<file path="config.mk">
export PLATFORM = sky130hd
export DESIGN_NAME = game_state_ctrl
export DESIGN_NICKNAME = d
export VERILOG_FILES = /design/src/rtl/game_pkg.sv /design/src/rtl/bcd_add_sat.sv /design/src/rtl/game_state_ctrl.sv
export SDC_FILE = /design/constraint.sdc
export NUM_CORES = 1
export LEC_CHECK = 0
export ABC_AREA = 1
export ABC_CLOCK_PERIOD_IN_PS = 8750
export BUFFER_PORTS_ARGS = -buffer_cell sky130_fd_sc_hd__buf_4
export CORE_ASPECT_RATIO = 0.7
export CORE_UTILIZATION = 62
export DETAILED_ROUTE_END_ITERATION = 16
export PLACE_DENSITY = 0.85
export SYNTH_ARGS = -nofsm -noshare
export SYNTH_HDL_FRONTEND = slang
export SYNTH_SLANG_ARGS = --single-unit
</file>
<file path="constraint.sdc">
create_clock -name clk -period 8.75 [get_ports clk]
set_input_delay 1.3125 -clock clk [delete_from_list [all_inputs] [get_ports clk]]
set_output_delay 1.3125 -clock clk [all_outputs]
set_load 0.03 [all_outputs]
</file>
<file path="src/rtl/game_pkg.sv">
// Shared encodings for the game sequencer and the VGA display stage.
// Pure declarations: no latency, no flow control.
package game_pkg;

  typedef enum logic [2:0] {
    MODE_TITLE  = 3'b000,
    MODE_GAME   = 3'b001,
    MODE_INBET  = 3'b010,
    MODE_WIN    = 3'b011,
    MODE_G_OVER = 3'b100
  } mode_e;

  // Three packed BCD digits {hundreds, tens, ones}
  typedef logic [11:0] bcd_score_t;

  localparam bcd_score_t SCORE_MAX = 12'h999;

endpackage

</file>
<file path="src/rtl/bcd_add_sat.sv">
// Adds a 3-bit binary value to a 3-digit BCD score, saturating at 999.
// Combinational, zero latency; no backpressure.
module bcd_add_sat
  import game_pkg::*;
(
  input  bcd_score_t a,
  input  logic [2:0] addend,
  output bcd_score_t sum
);

  logic [4:0] d0, d1, d2;
  logic       c0, c1, c2;

  always_comb begin
    d0 = {1'b0, a[3:0]} + {2'b00, addend};
    c0 = (d0 > 5'd9);
    if (c0) d0 = d0 - 5'd10;

    d1 = {1'b0, a[7:4]} + {4'b0000, c0};
    c1 = (d1 > 5'd9);
    if (c1) d1 = d1 - 5'd10;

    d2 = {1'b0, a[11:8]} + {4'b0000, c1};
    c2 = (d2 > 5'd9);
    if (c2) d2 = d2 - 5'd10;

    // A carry out of the hundreds digit means the true sum passed 999
    sum = c2 ? SCORE_MAX : {d2[3:0], d1[3:0], d0[3:0]};
  end

endmodule

</file>
<file path="src/rtl/game_state_ctrl.sv">
// Game sequencer: screen mode, level, lives and BCD score from collision events.
// Outputs registered, one cycle after the triggering edge; events outside GAME are dropped.
module game_state_ctrl
  import game_pkg::*;
#(
  parameter int MAX_LEVEL    = 5,
  parameter int START_LIVES  = 3,
  parameter int INBET_FRAMES = 120,
  parameter int END_FRAMES   = 600
) (
  input  logic        clk,
  input  logic        rst_n,
  input  logic        frame_tick,
  input  logic        start_btn,
  input  logic        ship_hit,
  input  logic        player_hit,
  input  logic        wave_clear,
  output logic [2:0]  mode,
  output logic [2:0]  level,
  output logic [11:0] score,
  output logic [1:0]  lives,
  output logic        wave_start
);

  localparam logic [2:0] LVL_LAST   = 3'(MAX_LEVEL);
  localparam logic [1:0] LIVES_INIT = 2'(START_LIVES);
  localparam logic [9:0] INBET_CNT  = 10'(INBET_FRAMES);
  localparam logic [9:0] END_CNT    = 10'(END_FRAMES);

  mode_e      mode_q, mode_d;
  logic [2:0] level_q, level_d;
  bcd_score_t score_q, score_d;
  logic [1:0] lives_q, lives_d;
  logic       wave_start_q, wave_start_d;
  logic [9:0] cnt_q, cnt_d;
  logic       start_q, start_d;

  logic       start_press;
  logic [9:0] cnt_inc;
  bcd_score_t score_sum;

  assign start_press = start_btn & ~start_q;
  assign cnt_inc     = cnt_q + 10'd1;

  bcd_add_sat u_bcd_add_sat (
    .a      (score_q),
    .addend (level_q),
    .sum    (score_sum)
  );

  always_comb begin
    mode_d       = mode_q;
    level_d      = level_q;
    score_d      = score_q;
    lives_d      = lives_q;
    cnt_d        = cnt_q;
    wave_start_d = 1'b0;
    start_d      = start_btn;

    case (mode_q)
      MODE_TITLE: begin
        if (start_press) begin
          mode_d       = MODE_GAME;
          level_d      = 3'd1;
          score_d      = '0;
          lives_d      = LIVES_INIT;
          cnt_d        = '0;
          wave_start_d = 1'b1;
        end
      end
      MODE_GAME: begin
        if (ship_hit) score_d = score_sum;
        // A fatal hit wins over a simultaneous wave_clear
        if (player_hit && lives_q == 2'd1) begin
          lives_d = 2'd0;
          mode_d  = MODE_G_OVER;
          cnt_d   = '0;
        end else begin
          if (player_hit) lives_d = lives_q - 2'd1;
          if (wave_clear) begin
            mode_d = (level_q == LVL_LAST) ? MODE_WIN : MODE_INBET;
            cnt_d  = '0;
          end
        end
      end
      MODE_INBET: begin
        if (frame_tick) begin
          cnt_d = cnt_inc;
          if (cnt_inc == INBET_CNT) begin
            mode_d       = MODE_GAME;
            level_d      = level_q + 3'd1;
            cnt_d        = '0;
            wave_start_d = 1'b1;
          end
        end
      end
      MODE_WIN, MODE_G_OVER: begin
        if (frame_tick) cnt_d = cnt_inc;
        // Score and level are left alone so the end screens can show them
        if (start_press || (frame_tick && cnt_inc == END_CNT)) begin
          mode_d = MODE_TITLE;
          cnt_d  = '0;
        end
      end
      default: begin
        mode_d = MODE_TITLE;
        cnt_d  = '0;
      end
    endcase
  end

  always_ff @(posedge clk or negedge rst_n) begin
    if (!rst_n) begin
      mode_q       <= MODE_TITLE;
      level_q      <= 3'd1;
      score_q      <= '0;
      lives_q      <= LIVES_INIT;
      wave_start_q <= 1'b0;
      cnt_q        <= '0;
      start_q      <= 1'b0;
    end else begin
      mode_q       <= mode_d;
      level_q      <= level_d;
      score_q      <= score_d;
      lives_q      <= lives_d;
      wave_start_q <= wave_start_d;
      cnt_q        <= cnt_d;
      start_q      <= start_d;
    end
  end

  assign mode       = mode_q;
  assign level      = level_q;
  assign score      = score_q;
  assign lives      = lives_q;
  assign wave_start = wave_start_q;

endmodule

</file>
# Yosys cells after proc, flatten, opt, wreduce, memory -nomap -nowiden

Cells that the tools add are included.
W data, S select, Z words.

$add $sub $neg: 8
$lt $le $gt $ge: 3
Eq/ne operators: 16
Mux-type cells: 33
Bitwise gates (word level): 2
Reductions and logical operators: 12

Operator list:

| operator                | count |
|---|---|
| $mux W10                | 7 |
| $pmux W10 S4            | 1 |
| $mux W12                | 3 |
| $mux W3                 | 8 |
| $pmux W12 S2            | 1 |
| $gt A5 B4 Y1 const B    | 3 |
| $pmux W3 S4             | 1 |
| $add A10 B1 Y10 const B | 1 |
| $add A4 B1 Y5           | 2 |
| $eq A10 B10 Y1 const B  | 1 |
| $eq A10 B7 Y1 const B   | 1 |
| $ne A2 B2 Y1 const B    | 5 |
| $ne A3 B3 Y1 const B    | 3 |
| $mux W4                 | 2 |
| $reduce_and A4 Y1       | 2 |
| $sub A4 B4 Y4 const B   | 2 |
| $eq A3 B2 Y1 const B    | 2 |
| $eq A3 B3 Y1 const B    | 2 |
| $mux W2                 | 3 |
| $pmux W3 S2             | 1 |
| $reduce_and A3 Y1       | 2 |
| $add A4 B3 Y5           | 1 |
| $reduce_and A5 Y1       | 1 |
| $mux W1                 | 4 |
| other kinds (13)        | 15 |

Bits in registers: 32
Input bits: 7
Output and inout bits: 21

# Depth between registers and ports, before layout

Word-level depth: 9
Mapped depth: 22
Depth with buffers taken out: 22

# By module

A second synthesis with hierarchy kept.

Cells, all modules: 338
Area total of the unflattened synthesis: 2409.8 um2

By module, submodules not included:

| module          | times used | cells each | area each (um2) | seq. area each (um2) |
|---|---|---|---|---|
| game_state_ctrl | 1          | 254        | 1905.6          | 804.5 |
| bcd_add_sat     | 1          | 84         | 504.2           | 0.0 |

# Least setup slack after synthesis

Ideal clock, no wire load.

Kind: register -> register
From: register level_q[0], in the netlist level[0]
To: register score_q[7], in the netlist score[7]
Setup time: 118 ps
Data arrival time: 4148 ps
Slack: 4483 ps
Stages on the path, launching flop included: 21
Buffers on the path: 0
Period minus slack after synthesis: 4267 ps
Cell sequence: dfstp_2 > ha_1 > inv_1 > fa_1 > or2_2 > nand2_1 > nand2_1 > nand2_1 > nand2_1 > ha_1 > ha_1 > xnor2_1 > a21o_1 > nand2_1 > ha_1 > ha_1 > xor2_1 > or2_2 > a21oi_1 > a21oi_1 > a21o_1

Word-level cells in the longest chain between the ends: 9

RTL lines:

| element                  | RTL line               | RTL |
|---|---|---|
| start: declaration       | game_state_ctrl.sv:31  | `logic [2:0] level_q, level_d;` |
| start signal: assignment | game_state_ctrl.sv:123 | `level_q <= level_d;` |
| $add A4 B3 Y5 (*)        | bcd_add_sat.sv:15      | `d0 = {1'b0, a[3:0]} + {2'b00, addend};` |
| $gt A5 B4 Y1 (*)         | bcd_add_sat.sv:16      | `c0 = (d0 > 5'd9);` |
| $add A4 B1 Y5 (*)        | bcd_add_sat.sv:19      | `d1 = {1'b0, a[7:4]} + {4'b0000, c0};` |
| $gt A5 B4 Y1             | bcd_add_sat.sv:20      | `c1 = (d1 > 5'd9);` |
| $add A4 B1 Y5            | bcd_add_sat.sv:23      | `d2 = {1'b0, a[11:8]} + {4'b0000, c1};` |
| $gt A5 B4 Y1             | bcd_add_sat.sv:24      | `c2 = (d2 > 5'd9);` |
| $mux W12 (*)             | bcd_add_sat.sv:28      | `sum = c2 ? SCORE_MAX : {d2[3:0], d1[3:0], d0[3:0]};` |
| $mux W12 (*)             | game_state_ctrl.sv:72  | `if (ship_hit) score_d = score_sum;` |
| $pmux W12 S2 (*)         | game_state_ctrl.sv:60  | `case (mode_q)` |
| end signal: assignment   | game_state_ctrl.sv:124 | `score_q <= score_d;` |
| end: declaration         | game_state_ctrl.sv:32  | `bcd_score_t score_q, score_d;` |

Mark *: on every way between the ends. The rest lies on a longest branch, timed or not. The select of a mux whose other input is x is not followed.
A chain may end at the register's enable or synchronous reset.

# Worst setup path in the final report

From: register level_q[0], in the netlist level[0]
To: register score_q[2], in the netlist score[2]

Word-level cells in the longest chain between the ends: 9

RTL lines:

| element           | RTL line |
|---|---|
| $add A4 B3 Y5 (*) | bcd_add_sat.sv:15 |
| $gt A5 B4 Y1      | bcd_add_sat.sv:16 |
| $add A4 B1 Y5     | bcd_add_sat.sv:19 |
| $gt A5 B4 Y1      | bcd_add_sat.sv:20 |
| $add A4 B1 Y5     | bcd_add_sat.sv:23 |
| $gt A5 B4 Y1      | bcd_add_sat.sv:24 |
| $mux W12 (*)      | bcd_add_sat.sv:28 |
| $mux W12 (*)      | game_state_ctrl.sv:72 |
| $pmux W12 S2 (*)  | game_state_ctrl.sv:60 |

Marks and branches as above.

==> flow_summary.yaml <==
global_routing:
  antenna_found_initial: 0
  grt_pass1_wl_mm: 8.438
  grt-ovfl-total: 0
  grt_usage_pct: 30.04
  grt_max_degree: 33
  grt_pass1_vias: 1815
critical_path:
  required_ps: 8970
  critical_path.max_fanout: 7
  cp_top_family: "simple AND/OR/NAND/NOR gates"
  worst-setup-path-type: "reg -> reg"
  crit_slowest_cell: "dfstp_2"
  worstSetupStartpointType: "flop"
  cpMostUsedCell: "nand2_1"
  arrival_ps: 4980
  path_cells: "ha_1, inv_1, fa_1, or2_2, nand2_1, nand2_1, nand2_1, nand2_1, ha_1, ha_1, xnor2_1, a21o_1, nand2_1, ha_1, ha_1, xor2_1, or2_2, a21oi_1, nand2_1, inv_1, nand3_1, nand2_1"
  cp-end-kind: "flop"
  path_buf_inv: 2
  critPathMaxStageDelay_ps: 580
floorplan:
  die_h_um: 51.27
  die_w_um: 72.38
  start_util_pct: 66.49
  core_um2: 3233
  rows: 17
  pin_count: 28
  dieArea_um2: 3710
drt:
  drt_iter0_markers: 138
  top_layer_used: "met4"
  via_per_inst: 5.156
  antenna_left: 0
  met3_length_um: 340
  wire_per_inst_um: 12.41
  drc: 0
  detail_route.first_pass.iterations: 5
  wl_met2_mm: 1.956
  wirelength_mm: 4.680
  met1_length_mm: 2.351
  num_vias: 1944
pwr:
  clkPwrFrac_pct: 17.7
  finalPower_mw: 0.6694
  p_per_area_nw_per_um2: 268.6
  leakagePower_nw: 1.386
  ir_worst_vdd_uv: 246.5
  combPwrFrac_pct: 50.7
  seq_power_share_pct: 31.6
  switching_share_pct: 47.77
  p_switching_mw: 0.3198
  p_int_mw: 0.3496
timing:
  fin_crit_sh_pct: 54.30
  slew_viol_final: 0
  relSlewSlack_pct: 48.67
  whs_ps: 513.1
  fin_worst_skew_ps: 2.056
  setup_viol: 0
  finalHoldViolations: 0
  tightest_slew_ps: 767.1
  fmax_mhz: 210.5
  min_period_ps: 4752
  final.setup.tns_ps: 0
  rsz0062_at_grt: "false"
logic_synthesis:
  yosys_warnings: 0
  yosysTopAreaCell: "dfrtp_1"
  syn_area_per_cell_um2: 7.238
  synth_top_area_share_pct: 33.76
  syn_nets: 318
  synth_area_um2: 2150
  synth.area.top_cells: "dfrtp_1 (34%), nand2_1 (16%), ha_1 (7.6%), inv_1 (7.3%), nand3_1 (5.8%)"
  ys_seq_elements: 32
  synth-seq-area-share_pct: 37.43
  netlist_instances: 297
  synthDistinctLibCells: 29
clock_tree:
  clkSinkCount: 32
  clk_path_buf_depth: 2
  h-tree-depth: 2
  insertion_delay_ps: 280
  cts_resized: 0
  cts_tree: "built"
  cts.clk_slew.worst_paths_ps: 70
  ctsHoldBuffers: 0
  post_cts_buffers: 0
  root_buffer: "clkbuf_8"
  numCtsBuffers: 5
cells_and_area:
  layout_commonest_cell: "nand2_1"
  syn_to_final_growth_pct: 15.95
  layout_common_cells: "nand2_1 (93), inv_1 (42), dfrtp_1 (29), buf_4 (27), nand3_1 (25)"
  nets: 350
  n_antenna_cell: 0
  fillers: 263
  drive_gt1_share_pct: 16.06
place:
  gp_congestion: 0.8309
  hpwl_mm: 3.567
  io_buffers: 27
min_path:
  hp-class: "reg -> reg"
status:
  status: "finished, final reports clean"
run:
  cap_violations: 0
[cells in the mapped netlist (all sizes together)]
cell,number
nand2,98
nand4,3
clkbuf,1
ha,13
a21o,5
o21a,2
o211ai,1
nor2,28
and3,1
inv,44
or2,2
nand3,26
xnor2,2
o21ai,15
a21oi,8
xor2,7
dfrtp,29
buf,1
nor3,4
fa,1
nand3b,3
dfstp,3
[layout make-up]
cell class / instances / area [um^2] / share of cell area, %
sequential: 32 / 804.5 / 32.28
clock buffer: 6 / 82.58 / 3.313
tap: 47 / 58.81 / 2.359
inverter: 44 / 165.2 / 6.626
timing repair buffer: 27 / 202.7 / 8.133
multi-input combinational: 219 / 1169 / 46.89
clock inverter: 2 / 10.01 / 0.4016
[power by group through the flow]
stage               Sequential (mW)  Clock, mW  Combinational, mW
global placement              0.212          0              0.324
floorplan                     0.258          0              0.192
finish                        0.212      0.119              0.339
detailed placement            0.214          0              0.331
CTS                           0.211      0.120              0.336
global route                  0.216      0.126              0.378
[state kept, by name, indices dropped and copies added (netlist names)]
signal      flops
cnt_q          10
level           3
lives           2
mode            3
score          12
start_q         1
wave_start      1
[path summary, 6_finish.rpt]
check	from	to	slack (ps)	cells past startpoint
worst min-delay path	score[8]	score[8]	510	1
min in group asynchronous	rst_n	cnt_q[2]	960	1
worst max-delay path	level[0]	score[2]	4000	22
worst max register to register	level[0]	score[2]	4000	22
worst min register to register	score[8]	score[8]	510	1
max in group asynchronous	rst_n	level[0]	7460	1
[stage by stage]
stage | instance area (um^2) | std cells | util, % | setup slack [ps]
after CTS | 2492 | 377 | 77.09 | 4049
after global routing | 2492 | 377 | 77.09 | 3604
after detailed placement | 2400 | 369 | 74.23 | 4152
final | 2492 | 377 | 77.09 | 3998
after global placement | 2400 | 369 | 74.23 | 4343
after floorplan | 2150 | 297 | - | 4484
[cells by family (layout without fill, tap and decap cells)]
| group | count (synthesis) | count (layout) | share of synthesized area (%) |
|---|---|---|---|
| AOI/OAI and AO/OA | 31 | 31 | 8.149 |
| xor gates and xnor gates | 9 | 9 | 3.667 |
| adders and majority gates | 14 | 14 | 8.498 |
| buffers and inverters | 46 | 79 | 8.207 |
| DFF | 32 | 32 | 37.43 |
| and+or+nand+nor | 165 | 165 | 34.05 |
[layer usage]
layer	global-route usage [%]	vias to the layer above
met3	5.917	4
met2	44.08	59
met5	0	-
li1	-	1000
met1	45.31	881
met4	6.863	0
No activity file was read; power rests on OpenSTA's default activity.
